**config.mk**
```make
export PLATFORM = sky130hd
export DESIGN_NAME = button_event_scheduler
export DESIGN_NICKNAME = d
export VERILOG_FILES = /design/src/rtl/button_event_scheduler.sv
export SDC_FILE = /design/constraint.sdc
export NUM_CORES = 1
export LEC_CHECK = 0
export ABC_CLOCK_PERIOD_IN_PS = 5600
export BUFFER_PORTS_ARGS = -buffer_cell sky130_fd_sc_hd__buf_4
export CORE_ASPECT_RATIO = 0.75
export CORE_MARGIN = 4
export CORE_UTILIZATION = 60
export DETAILED_ROUTE_END_ITERATION = 6
export GPL_ROUTABILITY_DRIVEN = 0
export PLACE_DENSITY = 0.85
export SKIP_LAST_GASP = 1
export SYNTH_ARGS = -nofsm -noshare
export SYNTH_HDL_FRONTEND = slang
export SYNTH_SLANG_ARGS = --single-unit
```
**constraint.sdc**
```tcl
create_clock -name clk -period 5.6 [get_ports clk]
set_clock_uncertainty 0.2 [all_clocks]
set_input_delay 0.56 -clock clk [delete_from_list [all_inputs] [get_ports clk]]
set_output_delay 0.56 -clock clk [all_outputs]
set_load 0.03 [all_outputs]
```
**src/rtl/button_event_scheduler.sv**
```systemverilog
// rtl/button_event_scheduler.sv - round-robin scheduler turning button press pulses into an ordered event FIFO
// Auto-repeat of a lone held button is built only when BTN_AUTOREPEAT_EN is defined.
module button_event_scheduler #(
  parameter int N_BTN        = 5,
  parameter int DEPTH        = 4,
  parameter int HOLD_TICKS   = 50,
  parameter int REPEAT_TICKS = 10
) (
  input  logic                     clk,
  input  logic                     rst,
  input  logic [N_BTN-1:0]         btn_pulse,
  input  logic [N_BTN-1:0]         btn_level,
  input  logic                     tick_en,
  input  logic                     evt_ready,
  output logic                     evt_valid,
  output logic [$clog2(N_BTN)-1:0] evt_id,
  output logic                     evt_repeat,
  output logic [$clog2(DEPTH):0]   evt_count,
  output logic                     overrun
);
  localparam int IW = $clog2(N_BTN);
  localparam int PW = $clog2(DEPTH);
  localparam int CW = PW + 1;

  logic [N_BTN-1:0] pending_q, pending_d;
  logic [IW-1:0]    rr_q, rr_d;
  logic             overrun_q, overrun_d;
  logic [IW-1:0]    mem_id_q [DEPTH];
  logic [IW-1:0]    mem_id_d [DEPTH];
  logic [PW-1:0]    wr_ptr_q, wr_ptr_d;
  logic [PW-1:0]    rd_ptr_q, rd_ptr_d;
  logic [CW-1:0]    count_q, count_d;
  logic [N_BTN-1:0] rep_req;
  logic             full, push, pop;
  logic [IW-1:0]    gnt_idx;

`ifdef BTN_AUTOREPEAT_EN
  localparam int HW = $clog2(HOLD_TICKS + REPEAT_TICKS + 1);

  logic [N_BTN-1:0] rep_flag_q, rep_flag_d;
  logic             mem_rep_q [DEPTH];
  logic             mem_rep_d [DEPTH];
  logic [HW-1:0]    hold_cnt_q, hold_cnt_d;
  logic [N_BTN-1:0] level_q, level_d;

  // Counter parks at HOLD_TICKS after each repeat so it never needs to grow past one period.
  always_comb begin
    rep_req    = '0;
    hold_cnt_d = hold_cnt_q;
    level_d    = btn_level;
    if (btn_level != level_q || !$onehot(btn_level)) begin
      hold_cnt_d = '0;
    end else if (tick_en) begin
      hold_cnt_d = hold_cnt_q + HW'(1);
      if (hold_cnt_d == HW'(HOLD_TICKS)) begin
        rep_req = btn_level;
      end else if (hold_cnt_d == HW'(HOLD_TICKS + REPEAT_TICKS)) begin
        rep_req    = btn_level;
        hold_cnt_d = HW'(HOLD_TICKS);
      end
    end
  end

  always_ff @(posedge clk) begin
    if (rst) begin
      rep_flag_q <= '0;
      mem_rep_q  <= '{default: 1'b0};
      hold_cnt_q <= '0;
      level_q    <= '0;
    end else begin
      rep_flag_q <= rep_flag_d;
      mem_rep_q  <= mem_rep_d;
      hold_cnt_q <= hold_cnt_d;
      level_q    <= level_d;
    end
  end

  assign evt_repeat = mem_rep_q[rd_ptr_q];
`else
  logic unused_inputs;
  assign unused_inputs = ^{btn_level, tick_en};
  assign rep_req       = '0;
  assign evt_repeat    = 1'b0;
`endif

  always_comb begin
    int            j;
    logic [IW-1:0] jj;
    j       = 0;
    jj      = '0;
    gnt_idx = '0;
    push    = 1'b0;
    full    = (count_q == CW'(DEPTH));
    pop     = (count_q != '0) && evt_ready;
    // Search starts just after the last grant, so the last winner has lowest priority.
    for (int k = 1; k <= N_BTN; k++) begin
      j = int'(rr_q) + k;
      if (j >= N_BTN) j = j - N_BTN;
      jj = IW'(j);
      if (!full && !push && pending_q[jj]) begin
        push    = 1'b1;
        gnt_idx = jj;
      end
    end

    mem_id_d = mem_id_q;
    wr_ptr_d = wr_ptr_q + PW'(push);
    rd_ptr_d = rd_ptr_q + PW'(pop);
    rr_d     = push ? gnt_idx : rr_q;
    if (push) mem_id_d[wr_ptr_q] = gnt_idx;
    case ({push, pop})
      2'b10:   count_d = count_q + CW'(1);
      2'b01:   count_d = count_q - CW'(1);
      default: count_d = count_q;
    endcase

    pending_d = pending_q;
    overrun_d = overrun_q;
    if (push) pending_d[gnt_idx] = 1'b0;
`ifdef BTN_AUTOREPEAT_EN
    mem_rep_d  = mem_rep_q;
    rep_flag_d = rep_flag_q;
    if (push) mem_rep_d[wr_ptr_q] = rep_flag_q[gnt_idx];
`endif
    // New requests are applied after the grant clear so a same-cycle set survives.
    for (int i = 0; i < N_BTN; i++) begin
      if (btn_pulse[i]) begin
        if (pending_q[i]) overrun_d = 1'b1;
        pending_d[i] = 1'b1;
`ifdef BTN_AUTOREPEAT_EN
        rep_flag_d[i] = 1'b0;
`endif
      end else if (rep_req[i]) begin
        if (pending_q[i]) begin
          overrun_d = 1'b1;
        end else begin
          pending_d[i] = 1'b1;
`ifdef BTN_AUTOREPEAT_EN
          rep_flag_d[i] = 1'b1;
`endif
        end
      end
    end
  end

  always_ff @(posedge clk) begin
    if (rst) begin
      pending_q <= '0;
      rr_q      <= IW'(N_BTN - 1);
      overrun_q <= 1'b0;
      mem_id_q  <= '{default: '0};
      wr_ptr_q  <= '0;
      rd_ptr_q  <= '0;
      count_q   <= '0;
    end else begin
      pending_q <= pending_d;
      rr_q      <= rr_d;
      overrun_q <= overrun_d;
      mem_id_q  <= mem_id_d;
      wr_ptr_q  <= wr_ptr_d;
      rd_ptr_q  <= rd_ptr_d;
      count_q   <= count_d;
    end
  end

  assign evt_valid = (count_q != '0);
  assign evt_id    = mem_id_q[rd_ptr_q];
  assign evt_count = count_q;
  assign overrun   = overrun_q;

endmodule

```
======== Word level (Yosys, flattened, before mapping) ========
Cells that the tools add are included.
operators by class
  order comparisons ....................... 15
  eq/ne operators ......................... 3
  add/subtract/negate cells ............... 14
  bitwise operators ....................... 4
  reduce and logical (&&, ||, !) cells .... 24
  multiplexer cells ....................... 50
operator list
  cell                   number
  $mux W3                13
  $mux W1                26
  $lt A3 B4 Y1 const B   6
  $ge A4 B3 Y1 const B   5
  $bmux W1 S3            5
  $sub A3 B3 Y3 const B  5
  $bwmux W12             1
  $logic_and A1 B1 Y1    12
  $reduce_bool A2 Y1     6
  $add A3 B2 Y4 const B  2
  $add A3 B3 Y4 const B  2
  $bmux W3 S2            1
  $demux W3 S2           1
  $ge A3 B3 Y1 const B   2
  $not A2 Y3             2
  $pmux W3 S2            1
  $and A5 B5 Y5          1
  $logic_not A1 Y1       5
  $mux W5                1
  $not A5 Y5             1
  $add A2 B1 Y2          2
  $add A3 B1 Y4 const B  1
  $add A3 B1 Y3 const B  1
  $demux W1 S3           1
  other kinds (7)        7
storage, ports and cells
  word-level logic and storage cells ...... 124
  input bits .............................. 14
  output and inout port bits .............. 9
  bits in registers ....................... 28

======== Logic depth before layout (Yosys ltp) ========
  depth in word-level cells ............... 31
  mapped depth ............................ 18
  depth with buffers taken out ............ 15

======== Worst setup path before layout ========
Ideal clock, no wire load.
  kind .................................... register to register
  start ................................... reg rr_q[0]
  end ..................................... reg count_q[2] (netlist: evt_count[2])
  cell stages (with the launch flop) ...... 18
  path slack .............................. 1504 ps
  setup time .............................. 71 ps
  clock period less this slack ............ 4096 ps
  required time ........................... 5329 ps
  path buffers ............................ 3
  data arrival time ....................... 3825 ps
  cells stage by stage .................... dfxtp_1 > inv_1 > buf_2 > ha_1 > ha_1 > buf_2 > a21o_1 > mux2i_2 > mux2_2 > o31ai_1 > and3_1 > buf_6 > ha_1 > inv_1 > fa_1 > xor2_1 > or3_1 > a21oi_1
between the ends
  word-level cells in the longest chain between the ends .. 25
  elaborated cells between the ends (all ways) .. 52
  classes of those cells .................. 10 x add/sub; 5 x order compare; 2 x eq/ne; 21 x mux; 14 x reduce/logical
ends and longest elaborated chain
  what                                               RTL line  RTL
  start, declared                                    26        logic [IW-1:0] rr_q, rr_d;
  start signal, assigned                             149       rr_q <= IW'(N_BTN - 1);
  start signal, assigned                             157       rr_q <= rr_d;
  $add A3 B1 Y4                                      97        j = int'(rr_q) + k;
  $ge A4 B3 Y1 or $sub A3 B3 Y3 (tied branches)      98        if (j >= N_BTN) j = j - N_BTN;
  $mux W3                                            98
  $bmux W1 S3                                        100       if (!full && !push && pending_q[jj]) begin
  $mux W1 (not written as such)                      100
  $logic_and A1 B1 Y1                                100
  $mux W1                                            100
  $logic_not A1 Y1                                   100
  [... 7 more ...]                                   n/a
  $logic_not A1 Y1                                   100
  $logic_and A1 B1 Y1 (2 in series)                  100
  $mux W1                                            100
  $logic_not A1 Y1                                   100
  $logic_and A1 B1 Y1 (2 in series)                  100
  $mux W1 (*)                                        100
  $eq A2 B1 Y1 or $eq A2 B2 Y1 (tied branches)       111       case ({push, pop})
  $pmux W3 S2 or $reduce_bool A2 Y1 (tied branches)  n/a
  end signal, assigned                               162       count_q <= count_d;
  end, declared                                      32        logic [CW-1:0] count_q, count_d;
Mark *: on every way between the ends. The rest lies on a longest branch, timed or not. The select of a mux whose other input is x is not followed.
A chain may end at the register's enable or synchronous reset.

======== Worst setup path after layout ========
  start ................................... reg rr_q[2]
  end ..................................... reg count_q[2] (netlist: evt_count[2])
Same word-level chain as after synthesis.

==> impl_metrics.py <==
metrics = {
    "worst_setup_path": {
        "r2r_end": "evt_count[2]",
        "crit_chain": "inv_1 -> ha_1 -> a211oi_1 -> mux2i_2 -> mux2_2 -> o31ai_1 -> and3_1 -> ha_1 -> inv_1 -> fa_1 -> xor2_1 -> or3_1 -> a21oi_1",
        "path_buf_inv": 2,
        "end_kind": "flop",
        "cp_slowest_stage_delay_ps": 800,
        "worstPathMaxFanout": 20,
        "cp.arrival_ps": 4670,
        "critical_path.reg2reg.startpoint": "rr_q[2]",
        "rr_worst_depth": 13,
        "cp_top_family": "adder cells",
        "worstPathRequired_ps": 5610,
        "crit_slowest_cell": "dfxtp_1",
        "r2r_slack_ps": 950,
        "critical_path_class": "flop to flop",
        "start_kind": "flop",
    },
    "min_path": {
        "hold_path_depth": 2,
        "min_to": "mem_id_q[7]",
        "min_from": "mem_id_q[7]",
        "hold_class": "flop to flop",
    },
    "synthesis": {
        "syn_area_per_cell_um2": 8.87,
        "synth_seq_cells": 28,
        "syn_nets": 307,
        "seq_area_frac_synth_pct": 22.7,
        "ys.flop_type": "dfxtp_1",
        "async_flop_share_pct": 0,
        "syn_area_um2": 2470,
        "synth-edff-count": 0,
        "yosysUniqueCellTypes": 86,
        "ys_warn_count": 0,
        "syn_inst": 278,
    },
    "timing": {
        "hold_violations": 0,
        "fmax_mhz": 215,
        "period_share_pct": 83.1,
        "finalSetupTns_ps": 0,
        "finalMaxSlewViolations": 0,
        "setup_viol": 0,
        "tightest_slew_ps": 720,
        "rsz0062_at_grt": "false",
        "slew_headroom_pct": 52.0,
        "period_needed_ps": 4650,
    },
    "finish": {
        "final_common_cell": "nor2_1",
        "area_growth_pct": 5.28,
        "design_area_um2": 2600,
        "mostFrequentLayoutCells": "nor2_1 (32), dfxtp_1 (28), buf_4 (17)",
        "antennaDiodeCount": 0,
        "drive_gt1_share_pct": 21.7,
        "final_nets": 311,
    },
    "global_route": {
        "grt_max_degree": 29,
        "grt_pass1_vias": 1962,
        "globalRouteMet2Util_pct": 32.7,
        "groute.usage.overall_pct": 23.8,
        "use_met1_pct": 38.8,
        "grtUsageMet3_pct": 4.27,
        "antenna_found_initial": 0,
        "grt.busiest_layer": "met1",
        "gr-total-overflow": 0,
        "grt_pass1_wl_um": 9800,
    },
    "route": {
        "dr.pass1.iters": 5,
        "drc": 0,
        "drtIter0Drc": 188,
        "via_per_inst": 6.42,
        "antenna_left": 0,
        "vias": 2137,
        "wire_per_inst_um": 17.6,
        "wirelength_um": 5860,
    },
    "place": {
        "port_buffers": 15,
        "placedInstanceArea_um2": 2540,
        "place_hpwl_um": 4320,
    },
    "clock_tree": {
        "cts_tree": "done",
        "post_cts_buffers": 0,
        "cts_buffers": 3,
        "cts.clk_slew.worst_paths_ps": 90,
        "cts_root_buffer": "clkbuf_8",
        "insertion_delay_ps": 270,
        "postCtsResizedCells": 0,
        "cts_buffer_depth": 2,
        "clock-sinks": 28,
        "h-tree-depth": 1,
        "hold_buffers": 0,
    },
    "die": {
        "die_area_um2": 5210,
        "die_h_um": 63.5,
        "coreArea_um2": 3800,
        "ioPinCount": 23,
        "fp-row-count": 19,
        "start_util_pct": 64.8,
        "die_w_um": 82.0,
    },
    "outcome": {
        "status": "completed",
    },
    "flow_run": {
        "cap_violations": 0,
    },
}
worst max path at each step:
stage / to / cells after the start / startpoint / slack (ps)
floorplan: evt_count[2] / 17 / rr_q[0] / 1500
global placement: evt_count[2] / 13 / rr_q[2] / 1140
detailed placement: evt_count[2] / 13 / rr_q[2] / 1050
CTS: evt_count[2] / 13 / rr_q[2] / 990
global route: evt_count[2] / 13 / rr_q[2] / 660
finish: evt_count[2] / 13 / rr_q[2] / 950
worst register-to-register path: stages (launching register included):
cell and delay [ps]:
dfxtp_1 800, inv_1 370, ha_1 600, a211oi_1 170, mux2i_2 370, mux2_2 410
o31ai_1 200, and3_1 250, ha_1 210, inv_1 60, fa_1 370, xor2_1 150
or3_1 300, a21oi_1 140
logic make-up (layout without fill, tap and decap cells):
family	count (synthesis)	in the layout	synth area share, %
compound gates	73	73	24.4
xor+xnor	7	7	2.49
fa+ha+maj	15	15	8.22
buf+inv	31	34	6.85
flops	28	28	22.7
mux	17	17	9.34
other cells	1	1	0.152
simple gates	106	106	25.8
per-stage QoR:
| stage | setup slack, ps | hold WS, ps | std cells | util (%) |
|---|---|---|---|---|
| after floorplan | 1500 | 233 | 278 | - |
| after global placement | 1140 | 249 | 329 | 66.8 |
| after detailed placement | 1050 | 252 | 329 | 66.8 |
| after CTS | 987 | 265 | 333 | 68.3 |
| after global routing | 656 | 298 | 333 | 68.3 |
| final | 946 | 263 | 333 | 68.3 |
sequential cells by signal, summed over array words and instances, names as in the netlist:
name and count:
mem_id_q 12, pending_q 5, evt_count 3, rr_q 3, rd_ptr_q 2, wr_ptr_q 2
overrun 1
synthesized netlist by cell type, types with 5 or more instances:
library cell  instances  area (um^2)
a21oi_1              14         70.1
nand3_1               6         30.0
mux2i_1               9         90.1
nand2b_1              5         31.3
ha_1                 13          163
nor2_1               32          120
nor2b_1               5         31.3
and2_1                5         31.3
and3_1                6         37.5
o21ai_0               5         25.0
inv_1                11         41.3
a211oi_1              7         52.6
nand2_1              12         45.0
dfxtp_1              28          561
layer usage:
| metal | routed length [um] | share of wire [%] |
|---|---|---|
| met5 | 0 | 0 |
| met4 | 40 | 0.68 |
| met3 | 408 | 7.0 |
| met2 | 2470 | 42 |
| met1 | 2950 | 50 |
cell type report:
| class | instances | area (um^2) |
|---|---|---|
| inverters | 13 | 51.3 |
| flip-flops and latches | 28 | 561 |
| repair buffers | 17 | 128 |
| multi-input cells | 219 | 1740 |
| well taps | 52 | 65.1 |
| fillers | 316 | 1210 |
| clock buffers | 4 | 55.1 |
Power is not shown: default switching activity piles up to over one toggle a cycle in this logic, so the estimate is an artifact.
